### config.mk
export PLATFORM = sky130hd
export DESIGN_NAME = gpa_fhdo_spi_rx
export DESIGN_NICKNAME = d
export VERILOG_FILES = /design/src/rtl/gpa_fhdo_spi_rx.sv
export SDC_FILE = /design/constraint.sdc
export NUM_CORES = 1
export LEC_CHECK = 0
export ABC_AREA = 1
export CAP_MARGIN = 20
export CORE_ASPECT_RATIO = 0.9
export CORE_MARGIN = 2
export CORE_UTILIZATION = 55
export CTS_CLUSTER_DIAMETER = 150
export CTS_CLUSTER_SIZE = 12
export DETAILED_ROUTE_END_ITERATION = 12
export PLACE_DENSITY = 0.89
export SLEW_MARGIN = 20
export SYNTH_ARGS = -nofsm -noshare
export SYNTH_HDL_FRONTEND = slang
export SYNTH_SLANG_ARGS = --single-unit
export TNS_END_PERCENT = 10
### constraint.sdc
create_clock -name clk -period 3.3 [get_ports clk]
set_input_delay 0.33 -clock clk [delete_from_list [all_inputs] [get_ports clk]]
set_output_delay 0.33 -clock clk [all_outputs]
set_load 0.02 [all_outputs]
### src/rtl/gpa_fhdo_spi_rx.sv
`default_nettype none
// ============================================================================
// Module   : gpa_fhdo_spi_rx
// Brief    : SPI slave receiver for 24-bit GPA-FHDO DAC frames. The SPI pins
//            are synchronised into clk and decoded into DAC/sync registers.
//            Optional error counter: define GPA_FHDO_RX_ERRCNT_EN.
// Revision : 1.0 - initial release
// ============================================================================
module gpa_fhdo_spi_rx (
  input  logic        clk,
  input  logic        rst,
  input  logic        fhd_clk_i,
  input  logic        fhd_sdi_i,
  input  logic        fhd_csn_i,
`ifdef GPA_FHDO_RX_ERRCNT_EN
  input  logic        err_clr_i,
  output logic [15:0] err_count_o,
`endif
  output logic [15:0] dac0_o,
  output logic [15:0] dac1_o,
  output logic [15:0] dac2_o,
  output logic [15:0] dac3_o,
  output logic [15:0] sync_reg_o,
  output logic [23:0] frame_o,
  output logic        frame_valid_o,
  output logic        frame_err_o,
  output logic        busy_o
);

  localparam logic [1:0] c_st_idle  = 2'd0;
  localparam logic [1:0] c_st_shift = 2'd1;
  localparam logic [1:0] c_st_check = 2'd2;
  localparam logic [4:0] c_cnt_max  = 5'd25;
  localparam logic [4:0] c_cnt_good = 5'd24;

  logic       r_csn_s1, r_csn_s2, r_csn_d;
  logic       r_sclk_s1, r_sclk_s2, r_sclk_d;
  logic       r_sdi_s1, r_sdi_s2, r_sdi_d;
  logic [1:0] r_settle;
  logic       r_armed;

  always_ff @(posedge clk) begin
    if (rst) begin
      r_csn_s1  <= 1'b1;
      r_csn_s2  <= 1'b1;
      r_csn_d   <= 1'b1;
      r_sclk_s1 <= 1'b1;
      r_sclk_s2 <= 1'b1;
      r_sclk_d  <= 1'b1;
      r_sdi_s1  <= 1'b0;
      r_sdi_s2  <= 1'b0;
      r_sdi_d   <= 1'b0;
      r_settle  <= 2'b00;
      r_armed   <= 1'b0;
    end else begin
      r_csn_s1  <= fhd_csn_i;
      r_csn_s2  <= r_csn_s1;
      r_csn_d   <= r_csn_s2;
      r_sclk_s1 <= fhd_clk_i;
      r_sclk_s2 <= r_sclk_s1;
      r_sclk_d  <= r_sclk_s2;
      r_sdi_s1  <= fhd_sdi_i;
      r_sdi_s2  <= r_sdi_s1;
      r_sdi_d   <= r_sdi_s2;
      r_settle  <= {r_settle[0], 1'b1};
      // Only arm once the real csn level has been seen high after reset, so a
      // csn held low across reset does not look like a new frame start.
      r_armed   <= r_armed | (r_settle[1] & r_csn_s2);
    end
  end

  logic w_csn_fall, w_csn_rise, w_sclk_fall;

  assign w_csn_fall  = r_armed & r_csn_d & ~r_csn_s2;
  assign w_csn_rise  = ~r_csn_d & r_csn_s2;
  assign w_sclk_fall = r_sclk_d & ~r_sclk_s2 & ~r_csn_s2;

  logic [1:0]  r_state;
  logic [4:0]  r_cnt;
  logic [23:0] r_shift;
  logic [15:0] r_dac0, r_dac1, r_dac2, r_dac3, r_sync;
  logic [23:0] r_frame;
  logic        r_frame_valid, r_frame_err;
  logic        w_good;

  assign w_good = (r_cnt == c_cnt_good) && (r_shift[23:20] == 4'h0);

  always_ff @(posedge clk) begin
    if (rst) begin
      r_state       <= c_st_idle;
      r_cnt         <= 5'd0;
      r_shift       <= 24'd0;
      r_dac0        <= 16'd0;
      r_dac1        <= 16'd0;
      r_dac2        <= 16'd0;
      r_dac3        <= 16'd0;
      r_sync        <= 16'd0;
      r_frame       <= 24'd0;
      r_frame_valid <= 1'b0;
      r_frame_err   <= 1'b0;
    end else begin
      r_frame_valid <= 1'b0;
      r_frame_err   <= 1'b0;
      case (r_state)
        c_st_idle: begin
          if (w_csn_fall) begin
            r_state <= c_st_shift;
            r_cnt   <= 5'd0;
            r_shift <= 24'd0;
          end
        end
        c_st_shift: begin
          if (w_csn_rise) begin
            r_state <= c_st_check;
          end else if (w_sclk_fall) begin
            r_shift <= {r_shift[22:0], r_sdi_d};
            if (r_cnt != c_cnt_max) begin
              r_cnt <= r_cnt + 5'd1;
            end
          end
        end
        c_st_check: begin
          if (w_good) begin
            r_frame       <= r_shift;
            r_frame_valid <= 1'b1;
            case (r_shift[19:16])
              4'h2:    r_sync <= r_shift[15:0];
              4'h8:    r_dac0 <= r_shift[15:0];
              4'h9:    r_dac1 <= r_shift[15:0];
              4'hA:    r_dac2 <= r_shift[15:0];
              4'hB:    r_dac3 <= r_shift[15:0];
              default: ;
            endcase
          end else begin
            r_frame_err <= 1'b1;
          end
          // A new frame may already be starting while this one is judged.
          if (w_csn_fall) begin
            r_state <= c_st_shift;
            r_cnt   <= 5'd0;
            r_shift <= 24'd0;
          end else begin
            r_state <= c_st_idle;
          end
        end
        default: r_state <= c_st_idle;
      endcase
    end
  end

`ifdef GPA_FHDO_RX_ERRCNT_EN
  logic [15:0] r_err_cnt;

  always_ff @(posedge clk) begin
    if (rst) begin
      r_err_cnt <= 16'd0;
    end else if (err_clr_i) begin
      r_err_cnt <= 16'd0;
    end else if (r_frame_err && (r_err_cnt != 16'hFFFF)) begin
      r_err_cnt <= r_err_cnt + 16'd1;
    end
  end

  assign err_count_o = r_err_cnt;
`endif

  assign dac0_o        = r_dac0;
  assign dac1_o        = r_dac1;
  assign dac2_o        = r_dac2;
  assign dac3_o        = r_dac3;
  assign sync_reg_o    = r_sync;
  assign frame_o       = r_frame;
  assign frame_valid_o = r_frame_valid;
  assign frame_err_o   = r_frame_err;
  assign busy_o        = (r_state != c_st_idle);

endmodule
`default_nettype wire

* Word-level counts from Yosys, hierarchy flattened *
Cells that the tools add are included.

word-level totals
  flip-flop bits (word level) = 149
  memories kept = 0
  word-level logic and storage cells = 82
  RAM bits = 0
  bits in latches = 0
  output and inout port bits = 107
  ROM bits = 0

operators by class
  shifts and indexed selects = 0
  divide/modulo/power cells = 0
  muxes and demuxes = 16
  order comparisons = 0
  reduce and logical (&&, ||, !) cells = 16
  multipliers = 0
  $add $sub $neg = 1
  equal/unequal tests = 15
  bitwise operators = 11

operators with widths
  operator                                             number
  two-way mux 24 bit                                   3
  one-hot mux 24 bit (2 select lines)                  1
  two-way mux 5 bit                                    4
  equality test 4 bit, second input constant           4
  AND reduction 3 bit                                  5
  != test 2 bit, second input constant                 5
  one-hot mux 5 bit (2 select lines)                   1
  AND 1 bit                                            6
  one-hot mux 2 bit (3 select lines)                   1
  adder 5 x 1 -> 5 bit, second input constant          1
  equality test 5 bit, second input constant           1
  != test 5 bit, second input constant                 1
  AND reduction 5 bit                                  1
  equality test 4 x 2 -> 1 bit, second input constant  1
  logical NOT 4 bit                                    1
  two-way mux 1 bit                                    4
  two-way mux 2 bit                                    2
  NOT 1 bit                                            4
  AND reduction 2 bit                                  2
  AND reduction 4 bit                                  1
  nonzero test 2 bit                                   2
  OR reduction 2 bit                                   2
  equality test 2 x 1 -> 1 bit, second input constant  1
  equality test 2 bit, second input constant           1
  4 further kinds                                      4

* Depth between registers and ports, before layout *
Gate-level depths: netlist of run 1.

  word-level depth = 6
  depth in mapped cells = 10

* Least setup slack after synthesis of run 1 *
OpenSTA, ideal clock, no wires.

  path kind = reg-to-reg
  from = register r_cnt[0]
  to = register r_dac0[6] (netlist: dac0_o[6])
  cell stages (with the launch flop) = 10
  arrival time = 1443 ps
  setup time = 132 ps
  buffers on the path = 2
  required time = 3168 ps
  slack = 1725 ps
  path through = dfxtp_1 inv_1 ha_1 nand4_1 nor2_2 buf_4 nand3_4 buf_2 nand2_1 a21oi_1

on the way
  longest elaborated chain between the ends = 3

RTL lines
  what                                  line  RTL
  from (decl)                           79    logic [4:0] r_cnt;
  from (signal assigned)                118   r_cnt <= r_cnt + 5'd1;
  equality test 5 bit                   86    assign w_good = (r_cnt == c_cnt_good) && (r_shift[23:20] == 4'h0);
  logical AND 1 bit                     86
  AND reduction 3 bit (no source line)  --
  to (signal assigned)                  128   4'h8: r_dac0 <= r_shift[15:0];
  to (decl)                             81    logic [15:0] r_dac0, r_dac1, r_dac2, r_dac3, r_sync;

No other way between the ends.
A chain may end at the register's enable or synchronous reset.

* Worst setup path in the final report of run 1 *
  from = register r_state[0]
  to = output busy_o

on the way
  longest elaborated chain between the ends = 1

RTL lines
  what                    line  RTL
  from (decl)             78    logic [1:0] r_state;
  from (signal assigned)  90    r_state <= c_st_idle;
  from (signal assigned)  107   r_state <= c_st_shift;
  from (signal assigned)  114   r_state <= c_st_check;
  nonzero test 2 bit      175   assign busy_o = (r_state != c_st_idle);
  to (decl)               27    output logic busy_o

No other way between the ends.

==> metrics, run 1 <==
status=completed; Syn. warnings=0; Switch Pwr=0.852 mW; count leader, synth=nand2_1; max-cap violations=0; Worst Tran Pin Value=1010 ps; Die H=101 µm; total length of routed wires=15700 µm; first-pass GRT wire length=24800 µm; Unique masters post-synth=28; post_cts resized=0; drt first pass iters=6; clock latency on the worst-skew pair=420 ps; Sw Share=23.0%; unrepaired setup endpoints after global routing=false; number of fill cells in the layout=729; Starting Density=56.3%; P_leak=2.45 nW; Area after DPL=0.00673 mm²; Setup TNS=0 ps; CTS tree=yes; max incr delay on CP=980 ps; Vias/cell=5.77; pwr dens=507 mW/mm²; Syn Std Cell Area=0.00574 mm²; nets@finish=812; CP required=2970 ps; CP Class=flop to primary output; r2r endpoint=r_cnt[0]$_SDFFE_PP0P_; post-synth net total=745; FF+latch count, synth=149; fmax=0.381 GHz; CTS HTree Levels=4; endpoints failing setup=0; Synth top area share=51.9%; largest net degree at the start of global routing=85; Num CTS Buffers=17; Slew Viols, Final=0; Pwr Total=3.70 mW; M3 GR Usage=6.98%; DRC=0; Most Crowded Layer GR=met2; number of global-route vias before repair=5122; gpl congestion=0.856; First DRT Iteration DRCs=612; Seq/Total Area, Yosys=51.9%; met1 Usage GRT=34.8%; HP Class=input pin to flop; critical path startpoint category=flop; largest area contributor in the netlist=dfxtp_1; worst hold stages=2; Main synth FF type=dfxtp_1; die area=0.0113 mm²; antenna viol nets, final=0; top cells by area, synth=dfxtp_1 (52%), nand2_1 (11%), a21oi_1 (9.8%); post-route design area=0.00729 mm²; Critical Path, Cell by Cell=inv_2, nand2_1, clkdlybuf4s50_1; gr usage total=27.8%; gr ovfl total=0; # diodes=0; Power Internal=2.85 mW; CTS sink count=149; # IOs=112; R2R setup slack=730 ps; met2 Track Usage GR=45.4%; RR Startpoint=r_state[0]$_SDFFE_PP0P_; CP Capture Type=primary output; root buffer cell=clkbuf_16; largest fanout on the critical path=29; area grow syn2layout=27.0%; Synth top cells by count=nand2_1 (169), dfxtp_1 (149), a21oi_1 (113), nand3_1 (90), nor2_1 (62); input/output buffers=111; clk slew on worst S/H paths=60 ps; relative slew slack=32.8%; r2r worst-path depth=7; Slowest cell on crit path=dfxtp_1; Vias=5459; Final HPWL DP=9610 µm; initial antenna violation count=0; clock share of power=49.3%; Async S/R FF share, synth=0%; fin crit share=79.5%; Core Area=0.0102 mm²; # Post-CTS Setup Buffers=0; cts hold-fix bufs=0; Post-synth EDFFs=0; Clock Skew=10.8 ps; Hold Crit Endpoint=r_sdi_s1$_SDFF_PP0_; die width=112 µm; Routed WL per cell=16.6 µm; row cnt=35; share of power burned in combinational logic=1.7%; Post-Synthesis Cells=737; Worst VDD drop=349 µV; Flop pwr share=49.1%; WP data arrival=2290 ps; Clock Path Buffers=2; worst hold start=rst; Tmin final=2620 ps; Final Hold Fails=0; syn avg cell area=7.79 µm²; layout cells sized above 1=7.71%
worst max-delay path, delay by kind of cell (launching register included):
| family | cells | cell delay, ps |
|---|---|---|
| DFF | 1 | 980 |
| buffers and inverters | 2 | 780 |
| and+or+nand+nor | 1 | 120 |
metal layers:
| layer | vias to the layer above | wire (µm) |
|---|---|---|
| met4 | 0 | 505 |
| met2 | 318 | 7520 |
| met5 | - | 0 |
| met1 | 2552 | 6010 |
| met3 | 50 | 1650 |
| li1 | 2539 | - |
flip-flops by register name, indices dropped and copies added (netlist names), 2 cells and up:
name,cells
r_state,2
r_cnt,5
dac2_o,16
r_settle,2
frame_o,24
sync_reg_o,16
dac1_o,16
dac0_o,16
r_shift,24
dac3_o,16
power groups by stage:
stage	Clock (mW)	Sequential, mW	Combinational, mW
3_3_place_gp	0	1.85	0.0564
5_1_grt	1.91	1.81	0.0673
4_1_cts	1.83	1.81	0.0601
6_report	1.82	1.81	0.0611
3_5_place_dp	0	1.85	0.0595
2_1_floorplan	0	1.85	0.0495
placed cells by master, fill, tap and decap left out:
master	instances
a21oi_1	113
and3_1	2
buf_12	1
buf_4	4
clkbuf_16	17
clkbuf_8	2
clkdlybuf4s50_1	110
clkinv_4	5
clkinvlp_4	2
dfxtp_1	149
ha_1	3
inv_1	32
inv_2	5
inv_6	5
inv_8	1
nand2_1	169
nand2_2	2
nand2_4	1
nand3_1	90
nand3_2	4
nand3_4	1
nand4_1	17
nor2_1	62
nor2_2	1
nor2_4	4
nor3_1	1
nor3_4	3
o21ai_0	5
or2_2	5
xor2_1	1
kinds of logic (layout without fill, tap and decap cells):
kind of cell	Yosys count	after routing	synth area share [%]
AND/OR/NAND/NOR	362	362	28.7
flip-flops	149	149	51.9
AO/OA/AOI/OAI	118	118	10.3
buffers and inverters	104	184	8.28
adder cells (fa/ha/maj)	3	3	0.654
XOR/XNOR	1	1	0.153
area by class of cell:
type	count	area, µm²	share of cell area [%]
Inverter	37	139	1.90
Clock buffer	19	453	6.21
Tap cell	129	161	2.21
Sequential cell	149	2980	40.9
Multi-Input combinational cell	484	2290	31.4
Timing Repair Buffer	115	1150	15.8
Clock inverter	13	114	1.56
worst max-delay path by stage:
stage / startpoint / end / slack [ps] / cells after the start
final: r_state[0]$_SDFFE_PP0P_ / busy_o / 680 / 3
after detailed placement: r_state[0]$_SDFFE_PP0P_ / r_cnt[1]$_SDFFE_PP0P_ / 850 / 7
after floorplan: r_cnt[0]$_SDFFE_PP0P_ / dac0_o[6]$_SDFFE_PP0P_ / 1720 / 9
after CTS: r_state[0]$_SDFFE_PP0P_ / busy_o / 690 / 3
after global placement: r_state[0]$_SDFFE_PP0P_ / r_cnt[0]$_SDFFE_PP0P_ / 1060 / 7
after global routing: r_state[0]$_SDFFE_PP0P_ / r_cnt[0]$_SDFFE_PP0P_ / 470 / 7
metrics by stage:
step | utilization (%) | cells | worst slack, ps | hold slack, ps
global placement | 65.9 | 914 | 1060 | 390
finish | 71.5 | 946 | 677 | 401
CTS | 71.5 | 946 | 689 | 372
global route | 71.5 | 946 | 469 | 399
floorplan | - | 737 | 1720 | 388
detailed placement | 65.9 | 914 | 846 | 395
Note: power is estimated with default switching activity, not from simulation.
==> run 2: changes to the inputs <==
--- a/config.mk
+++ b/config.mk
@@ -9,11 +9,11 @@
 export CAP_MARGIN = 20
 export CORE_ASPECT_RATIO = 0.9
 export CORE_MARGIN = 2
-export CORE_UTILIZATION = 55
+export CORE_UTILIZATION = 46
 export CTS_CLUSTER_DIAMETER = 150
 export CTS_CLUSTER_SIZE = 12
 export DETAILED_ROUTE_END_ITERATION = 12
-export PLACE_DENSITY = 0.89
+export PLACE_DENSITY = 0.8
 export SLEW_MARGIN = 20
 export SYNTH_ARGS = -nofsm -noshare
 export SYNTH_HDL_FRONTEND = slang
==> constraint.sdc (replaced) <==
create_clock -name clk -period 2.25 [get_ports clk]
set_input_delay 0.225 -clock clk [delete_from_list [all_inputs] [get_ports clk]]
set_output_delay 0.225 -clock clk [all_outputs]
set_load 0.02 [all_outputs]
==> metrics, run 2 (synthesis gave the netlist of run 1 again) <==
status=completed; worst hold stages=3; antenna viol nets, final=0; Num CTS Buffers=17; area of the multi-input gates=0.00229 mm²; Die H=110 µm; r2r worst-path depth=8; die width=122 µm; CP Launch Point=r_cnt[0]$_SDFFE_PP0P_; # IOs=112; gr usage total=23.0%; root buffer cell=clkbuf_16; dpl ws=275 ps; critical path depth=8; CP Class=flop to flop; nets@finish=819; Flop pwr share=48.5%; post-route design area=0.00740 mm²; setup ws final=248 ps; DRC=0; P_leak=2.49 nW; row cnt=38; max incr delay on CP=350 ps; CP Capture Type=flop; CP Buf/Inv Count=2; input/output buffers=111; CTS tree=yes; RR Startpoint=r_cnt[0]$_SDFFE_PP0P_; FF/Latch Area=0.00298 mm²; Setup TNS=0 ps; WP data arrival=2270 ps; Critical Path, Cell by Cell=inv_1, ha_1, nand4_1, nor2_2, buf_4, nand3_2, nand2_1, a21oi_1; number of fill cells in the layout=1071; fmax=0.500 GHz; Area after DPL=0.00683 mm²; gr ovfl total=0; # diodes=0; Power Internal=4.30 mW; share of power burned in combinational logic=1.8%; unrepaired setup endpoints after global routing=false; Worst path top cell family by delay=simple AND/OR/NAND/NOR gates; most common cell after layout, fill and taps aside=nand2_1; Slowest cell on crit path=dfxtp_1; die area=0.0134 mm²; first-pass GRT wire length=23800 µm; Sw Share=21.5%; Clock Path Buffers=2; worst setup path end=dac2_o[10]$_SDFFE_PP0P_; r2r endpoint=dac2_o[10]$_SDFFE_PP0P_; First DRT Iteration DRCs=628; CTS sink count=149; most frequent cells in the layout=nand2_1 (169), dfxtp_1 (149), a21oi_1 (113); Finished Layout Cells=984; gpl congestion=0.882; Worst VDD drop=462 µV; post_cts resized=0; Switch Pwr=1.18 mW; Starting Density=47.4%; area grow syn2layout=28.8%; Vias=5194; max-cap violations=0; endpoints failing setup=0; relative slew slack=52.4%; clock share of power=49.7%; HP Class=input pin to flop; largest net degree at the start of global routing=125; Vias/cell=5.28; layout cells sized above 1=8.25%; Final HPWL DP=9370 µm; Core Area=0.0121 mm²; clk slew on worst S/H paths=60 ps; Final Hold Fails=0; total placed cells including tap cells=952; CP required=2520 ps; number of global-route vias before repair=4695; critical path startpoint category=flop; Clock Skew=8.07 ps; Tmin final=2000 ps; clock latency on the worst-skew pair=420 ps; drt first pass iters=6; total length of routed wires=15100 µm; pwr dens=741 mW/mm²; R2R setup slack=250 ps; cts hold-fix bufs=0; CTS HTree Levels=4; largest fanout on the critical path=20; fin crit share=89.0%; # Post-CTS Setup Buffers=0; initial antenna violation count=0; Worst Tran Pin Value=713 ps; Pwr Total=5.48 mW; Slew Viols, Final=0; Routed WL per cell=15.3 µm
-- run 2: changes by cell type in the layout (fill, tap and decap cells not counted) --
cell / delta
bufinv_16: +2
clkbuf_1: +2
buf_12: +1
inv_6: -5
clkinvlp_4: +3
buf_4: +6
clkinv_4: -3
clkinv_2: +4
inv_8: -1
clkbuf_8: -2
-- run 2: per-stage QoR --
step | utilization [%] | hold WS [ps]
2_1_floorplan | - | 329
3_3_place_gp | 56.3 | 389
3_5_place_dp | 56.3 | 395
4_1_cts | 61.0 | 313
5_1_grt | 61.0 | 348
6_report | 61.0 | 322
-- run 2: worst min path at each step --
stage	from	to	slack, ps
2_1_floorplan	fhd_csn_i	r_csn_s1$_SDFF_PP1_	330
3_3_place_gp	r_sdi_s1$_SDFF_PP0_	r_sdi_s2$_SDFF_PP0_	390
3_5_place_dp	r_csn_s1$_SDFF_PP1_	r_csn_s2$_SDFF_PP1_	400
4_1_cts	fhd_sdi_i	r_sdi_s1$_SDFF_PP0_	310
5_1_grt	fhd_sdi_i	r_sdi_s1$_SDFF_PP0_	350
6_report	fhd_sdi_i	r_sdi_s1$_SDFF_PP0_	320
-- run 2: cell type report --
type / count / area share, %
clock buffers: 19 / 5.85
clock inverters: 13 / 1.83
inverters: 37 / 1.88
multi-input cells: 484 / 31.0
flip-flops and latches: 149 / 40.3
well taps: 160 / 2.71
repair buffers: 122 / 16.4
-- run 2: per-layer routing --
metal / wire, µm / vias up / share of wire (%) / track usage (%)
met5: 0 / - / 0 / 0
met4: 227 / 0 / 1.5 / 8.54
met3: 1270 / 20 / 8.4 / 6.07
met2: 6870 / 223 / 46 / 34.8
met1: 6730 / 2411 / 45 / 31.7
li1: - / 2540 / - / -
-- run 2: power by group through the flow --
stage                     clock network (mW)  logic, mW  registers [mW]
after global routing                    2.88      0.108            2.66
final                                   2.73     0.0962            2.66
after global placement                     0     0.0952            2.72
after CTS                               2.75     0.0961            2.66
after detailed placement                   0     0.0958            2.72
after floorplan                            0     0.0726            2.71
-- run 2: worst reg2reg max path: stages (launching register included) --
cell	delay [ps]
dfxtp_1	350
inv_1	70
ha_1	130
nand4_1	180
nor2_2	260
buf_4	290
nand3_2	330
nand2_1	150
a21oi_1	90
